==> config.mk <==
export PLATFORM = sky130hd
export DESIGN_NAME = ad_serial_emulator
export DESIGN_NICKNAME = d
export VERILOG_FILES = /design/src/rtl/ad_serial_emulator.sv
export SDC_FILE = /design/constraint.sdc
export NUM_CORES = 1
export LEC_CHECK = 0
export CORE_ASPECT_RATIO = 0.7
export CORE_MARGIN = 5
export CORE_UTILIZATION = 40
export CTS_CLUSTER_SIZE = 30
export DETAILED_ROUTE_END_ITERATION = 8
export DONT_BUFFER_PORTS = 1
export HOLD_SLACK_MARGIN = 0.15
export PLACE_DENSITY = 0.62
export SLEW_MARGIN = 25
export SYNTH_ARGS = -nofsm -noshare
export SYNTH_HDL_FRONTEND = slang
export SYNTH_SLANG_ARGS = --single-unit
export TNS_END_PERCENT = 30
==> constraint.sdc <==
create_clock -name CLK -period 4.7 [get_ports CLK]
set_input_delay 0 -clock CLK [delete_from_list [all_inputs] [get_ports CLK]]
set_output_delay 0 -clock CLK [all_outputs]
set_load 0.05 [all_outputs]
==> src/rtl/ad_serial_emulator.sv <==
// Stand-in for an AD7643-style 18-bit serial-slave ADC, fed by an internal pattern generator.
// Define AD_EMU_LFSR_EN to build the LFSR pattern (PAT_SEL=2); otherwise PAT_SEL=2 selects the ramp.
module ad_serial_emulator #(
    parameter int                DATA_W      = 18,
    parameter int                CONV_CYCLES = 80,
    parameter logic [DATA_W-1:0] RAMP_INIT   = '0,
    parameter logic [DATA_W-1:0] RAMP_STEP   = DATA_W'(1),
    parameter logic [DATA_W-1:0] FIXED_CODE  = DATA_W'(18'h2A5A5)
) (
    input  logic        CLK,
    input  logic        RSTN,
    input  logic        ADCS,
    input  logic        ADCNVST,
    input  logic        ADSCLK,
    input  logic [1:0]  PAT_SEL,
    output logic        ADBUSY,
    output logic        ADSYNC,
    output logic        ADSDOUT,
    output logic [15:0] SAMPLE_CNT,
    output logic        OVERRUN
);
    localparam int BUSY_W = 10;
    localparam int BIT_W  = $clog2(DATA_W + 1);
    localparam logic [DATA_W-1:0] ALT_A = DATA_W'(18'h15555);
    localparam logic [DATA_W-1:0] ALT_B = DATA_W'(18'h2AAAA);

    typedef enum logic [1:0] {IDLE, CONV, SHIFT} state_t;

    // Reset asserts asynchronously, releases two clocks later.
    logic [1:0] rst_pipe;
    logic       rst_n;
    always_ff @(posedge CLK or negedge RSTN) begin
        if (!RSTN) rst_pipe <= 2'b00;
        else       rst_pipe <= {rst_pipe[0], 1'b1};
    end
    assign rst_n = rst_pipe[1];

    // Pin bits: [2]=ADSCLK, [1]=ADCNVST, [0]=ADCS; all idle high.
    logic [2:0] pin_s1, pin_s2, pin_h, fall, rise;
    always_ff @(posedge CLK or negedge rst_n) begin
        if (!rst_n) begin
            pin_s1 <= 3'b111;
            pin_s2 <= 3'b111;
            pin_h  <= 3'b111;
        end else begin
            pin_s1 <= {ADSCLK, ADCNVST, ADCS};
            pin_s2 <= pin_s1;
            pin_h  <= pin_s2;
        end
    end
    assign fall = pin_h & ~pin_s2;
    assign rise = ~pin_h & pin_s2;

    logic selected, cs_rise, cnv_fall, sclk_fall;
    assign selected  = ~pin_s2[0];
    assign cs_rise   = rise[0];
    assign cnv_fall  = fall[1];
    assign sclk_fall = fall[2];

    logic [DATA_W-1:0] ramp, pat_word;
    logic              alt_ph;
`ifdef AD_EMU_LFSR_EN
    logic [17:0]       lfsr;
`endif

    always_comb begin
        pat_word = ramp;
        case (PAT_SEL)
            2'd1: pat_word = FIXED_CODE;
`ifdef AD_EMU_LFSR_EN
            2'd2: pat_word = DATA_W'(lfsr);
`endif
            2'd3: pat_word = alt_ph ? ALT_B : ALT_A;
            default: ;
        endcase
    end

    state_t            state_q, state_d;
    logic [BUSY_W-1:0] busy_q, busy_d;
    logic [BIT_W-1:0]  bit_q, bit_d;
    logic [DATA_W-1:0] sh_q, sh_d;
    logic              latch, done, ovr_set;

    always_comb begin
        state_d = state_q;
        busy_d  = busy_q;
        bit_d   = bit_q;
        sh_d    = sh_q;
        latch   = 1'b0;
        done    = 1'b0;
        ovr_set = 1'b0;
        case (state_q)
            IDLE: begin
                if (cnv_fall && selected) begin
                    state_d = CONV;
                    busy_d  = BUSY_W'(CONV_CYCLES);
                end
            end
            CONV: begin
                if (busy_q <= BUSY_W'(1)) begin
                    latch   = 1'b1;
                    sh_d    = pat_word;
                    bit_d   = BIT_W'(DATA_W);
                    state_d = SHIFT;
                end else begin
                    busy_d = busy_q - 1'b1;
                end
            end
            SHIFT: begin
                // Aborts take priority over a coincident clock fall.
                if (cs_rise) begin
                    ovr_set = 1'b1;
                    state_d = IDLE;
                end else if (cnv_fall) begin
                    ovr_set = 1'b1;
                    state_d = CONV;
                    busy_d  = BUSY_W'(CONV_CYCLES);
                end else if (sclk_fall && selected) begin
                    sh_d  = sh_q << 1;
                    bit_d = bit_q - 1'b1;
                    if (bit_q == BIT_W'(1)) begin
                        done    = 1'b1;
                        state_d = IDLE;
                    end
                end
            end
            default: state_d = IDLE;
        endcase
    end

    always_ff @(posedge CLK or negedge rst_n) begin
        if (!rst_n) begin
            state_q    <= IDLE;
            busy_q     <= '0;
            bit_q      <= '0;
            sh_q       <= '0;
            SAMPLE_CNT <= '0;
            OVERRUN    <= 1'b0;
        end else begin
            state_q <= state_d;
            busy_q  <= busy_d;
            bit_q   <= bit_d;
            sh_q    <= sh_d;
            if (done)    SAMPLE_CNT <= SAMPLE_CNT + 16'd1;
            if (ovr_set) OVERRUN    <= 1'b1;
        end
    end

    // Every generator steps on every latch so sequences stay predictable across PAT_SEL changes.
    always_ff @(posedge CLK or negedge rst_n) begin
        if (!rst_n) begin
            ramp   <= RAMP_INIT;
            alt_ph <= 1'b0;
`ifdef AD_EMU_LFSR_EN
            lfsr   <= 18'h00001;
`endif
        end else if (latch) begin
            ramp   <= ramp + RAMP_STEP;
            alt_ph <= ~alt_ph;
`ifdef AD_EMU_LFSR_EN
            lfsr   <= {lfsr[16:0], lfsr[17] ^ lfsr[10]};
`endif
        end
    end

    assign ADBUSY  = (state_q == CONV);
    assign ADSYNC  = (state_q == SHIFT) && selected;
    assign ADSDOUT = ADSYNC && sh_q[DATA_W-1];
endmodule

==> out/results.ini <==
[floorplan]
core-area_um2 = 9610
start_util_pct = 40.6
placementRows = 30
ios = 27
die_h_um = 92.7
die_x_um = 128
fp.dieArea_um2 = 11900

[worst_setup_path]
timing.reg2reg.setup_slack_ps = 2350
cp-end-kind = output port
critPathCapture = ADSDOUT
startpoint_type = register
path_class = register to output port
cp_data_arrival_time_ps = 2560
critical_path_peak_fanout = 12
worst_case_reg_to_reg_path_depth = 7
worstPathRequired_ps = 4700
critical_path.reg2reg.endpoint = sh_q[16]
beginning_of_the_worst_register_to_register_path = busy_q[0]
setup.worst_path.start = state_q[0]

[finish]
stdcell_area_um2 = 4490
antenna_diodes = 0
area.growth.synth_to_final_pct = 15.0
final_nets = 392
multi_input_area_um2 = 1750
sequential_cell_area_um2 = 2070
layout.filler_cells = 896
post_route_cells_drive_above_1_share_pct = 14.1

[timing]
hold_slack_ps = 181
setup_repair_after_global_routing_missed_its_margin = no
report.final.setup_viol = 0
fin_setup_tns_ps = 0
min_period_ps = 2560
layout_setup_ws_ps = 2140
worst_clock_skew_ps = 4.99
max_slew.worst_pin.slew_ps = 1030
timing.final.max_slew_violations = 0
relSlewSlack_pct = 31.1
achievable-frequency_mhz = 390
timing.final.crit_share_pct = 54.5
final_hold_viol_count = 0

[global_route]
antenna_violations_before_repair = 0
grt_pass1_vias = 2689
globalRouteOverflowTotal = 0
grtUsageTotal_pct = 14.6
global_route_wire_length_before_repair_um = 13700
grt_start_max_net_pins = 81

[yosys]
synthesis.instances = 370
synth_xor_area_share_pct = 8.07
netlist_area_um2 = 3900
share_of_flip_flops_with_an_asynchronous_set_or_reset_pct = 100
muxShareOfSynthArea_pct = 7.02
synth_compound_area_share_pct = 7.15
synth_edf_count = 0
simple_logic_cell_fraction_of_the_synthesized_area_pct = 20.6
postSynthRegisterBits = 82
post_synthesis_cell_type_count = 44
synthesis.nets = 383
dominantRegCellSynth = sky130_fd_sc_hd__dfrtp_1
syn_avg_cell_area_um2 = 10.6
yosys_warnings = 0
synth_top_family_by_area = simple AND/OR/NAND/NOR gates
yosysSeqAreaShare_pct = 52.8
adder_cell_share_of_the_synthesized_area_pct = 1.92

[route]
wl_per_cell_um = 15.7
via_count = 2751
vias_per_cell = 5.37
detail_route.first_pass.iterations = 4
routed_wirelength_um = 8050
detail-route-antenna-nets = 0
detailedRoute.firstIterationViolations = 148
route.detailed.drc = 0

[clock_tree]
clkLatencyLatePin_ps = 330
tritoncts_clock_tree = built
cts-resized-gates = 0
numClockSinks = 82
htree_levels = 3
numCtsBuffers = 9
post_cts.repair.setup_buffers = 0
cts.clk_slew.worst_paths_ps = 60
cts_root_buf = sky130_fd_sc_hd__clkbuf_16
maximum_clock_path_buffer_count = 2

[hold_path]
hold_path_class = input pin to register

[power_and_ir_drop]
p_switching_uw = 635
leakagePower_uw = 0.00203
power.density_nw_per_um2 = 497
power.total_uw = 2230
p_clk_share_pct = 38.2
switching_power_as_a_share_of_total_power_pct = 28.5
peak_vdd_ir_mv = 0.338
share_seq_of_total_power_pct = 43.2
internal-power_uw = 1600
combinational_power_share_pct = 18.6

[placement]
gp_congestion = 0.770
dp_hpwl_um = 5620
io_buffer_count = 0
detailed_place.area_um2 = 4040
preCtsSetupSlack_ps = 2340

[status]
status = finished clean

[flow_run]
timing.max_cap.violations = 0

-- Yosys cell counts, types with 4 or more instances --
cell type	count	area (um2)
sky130_fd_sc_hd__dfrtp_1	73	1830
sky130_fd_sc_hd__nand2_1	40	150
sky130_fd_sc_hd__o21ai_0	26	130
sky130_fd_sc_hd__nor2_1	22	82.6
sky130_fd_sc_hd__xor2_1	21	184
sky130_fd_sc_hd__mux2_2	19	214
sky130_fd_sc_hd__nand3_1	17	85.1
sky130_fd_sc_hd__xnor2_1	15	131
sky130_fd_sc_hd__nand4_1	12	75.1
sky130_fd_sc_hd__nor4_1	12	75.1
sky130_fd_sc_hd__nor3_1	11	55.1
sky130_fd_sc_hd__dfstp_2	9	236
sky130_fd_sc_hd__inv_1	9	33.8
sky130_fd_sc_hd__a21oi_1	7	35.0
sky130_fd_sc_hd__clkbuf_1	6	22.5
sky130_fd_sc_hd__ha_1	6	75.1
sky130_fd_sc_hd__mux2i_1	6	60.1
sky130_fd_sc_hd__nand2b_1	6	37.5
sky130_fd_sc_hd__a31oi_1	5	31.3
sky130_fd_sc_hd__buf_2	5	25.0
sky130_fd_sc_hd__and2_1	4	25.0
sky130_fd_sc_hd__and3_1	4	25.0
sky130_fd_sc_hd__nand3b_1	4	30.0
-- metal layers --
metal / share of wire (%) / track usage, % / vias up
met5: 0 / 0 / -
met1: 54 / 22.2 / 1365
met4: 1.2 / 5.48 / 0
met2: 41 / 19.6 / 41
li1: - / - / 1331
met3: 3.8 / 3.80 / 14
-- how the worst min path moves through the flow --
| stage | depth (start not counted) | slack, ps | to | from |
|---|---|---|---|---|
| floorplan | 0 | -300 | rst_pipe[0] | RSTN |
| global placement | 0 | -300 | rst_pipe[0] | RSTN |
| detailed placement | 0 | -300 | rst_pipe[0] | RSTN |
| CTS | 4 | 170 | sh_q[12] | PAT_SEL[0] |
| global route | 1 | 210 | pin_s1[2] | ADSCLK |
| finish | 4 | 180 | sh_q[12] | PAT_SEL[0] |
-- cell families (layout without fill, tap and decap cells) --
logic type / count (synthesis) / after routing
adder cells (fa/ha/maj): 6 / 6
AO/OA/AOI/OAI: 48 / 48
flip-flops: 82 / 82
AND/OR/NAND/NOR: 150 / 150
other: 1 / 1
buffers and inverters: 22 / 36
XOR/XNOR: 36 / 36
multiplexers: 25 / 25
-- layout by cell type, fill, tap and decap left out, types with 5 or more instances in the layout --
master / count
sky130_fd_sc_hd__a31oi_1: 5
sky130_fd_sc_hd__xor2_1: 21
sky130_fd_sc_hd__nand2_1: 40
sky130_fd_sc_hd__nand2b_1: 6
sky130_fd_sc_hd__xnor2_1: 15
sky130_fd_sc_hd__o21ai_0: 25
sky130_fd_sc_hd__mux2_2: 19
sky130_fd_sc_hd__nor3_1: 11
sky130_fd_sc_hd__dlygate4sd3_1: 6
sky130_fd_sc_hd__nor2_1: 22
sky130_fd_sc_hd__nor4_1: 12
sky130_fd_sc_hd__dfrtp_1: 72
sky130_fd_sc_hd__inv_1: 9
sky130_fd_sc_hd__nand4_1: 12
sky130_fd_sc_hd__a21oi_1: 7
sky130_fd_sc_hd__clkbuf_16: 9
sky130_fd_sc_hd__mux2i_1: 6
sky130_fd_sc_hd__nand3_1: 17
sky130_fd_sc_hd__ha_1: 6
sky130_fd_sc_hd__dfstp_2: 9
-- through the flow --
step                      util [%]  cells
final                         46.7    512
after floorplan                  -    370
after detailed placement      42.0    489
after global placement        42.0    489
after global routing          46.7    512
after CTS                     46.5    511
-- power by group through the flow --
stage	combinational [uW]	sequential, uW	clock (uW)
global placement	390	974	0
detailed placement	403	981	0
CTS	410	970	874
global route	475	981	910
floorplan	334	950	0
finish	415	963	853
-- cell type report --
type / instances / area share, %
inverter: 11 / 0.919
timing repair buffer: 9 / 2.28
tap: 128 / 3.57
clock inverter: 5 / 2.79
clock buffer: 11 / 5.40
sequential: 82 / 46.0
multi-input combinational: 266 / 39.0
-- critical path, stage by stage, from the launching register on --
cell and delay, ps:
sky130_fd_sc_hd__dfrtp_1 400, sky130_fd_sc_hd__nand2b_1 380, sky130_fd_sc_hd__nor2_1 890, sky130_fd_sc_hd__and2_1 560
-- registers in the layout, indices dropped and copies added (netlist names) --
| register | count |
|---|---|
| OVERRUN | 1 |
| SAMPLE_CNT | 16 |
| alt_ph | 1 |
| bit_q | 5 |
| busy_q | 10 |
| pin_h | 3 |
| pin_s1 | 3 |
| pin_s2 | 3 |
| ramp | 18 |
| rst_pipe | 2 |
| sh_q | 18 |
| state_q | 2 |
-- timing repair --
item,in CTS,in global routing
hold buffers,6,0
setup endpoints to repair,0,0
hold endpoints to repair,14,0
Power figures use the tool's default switching activity.
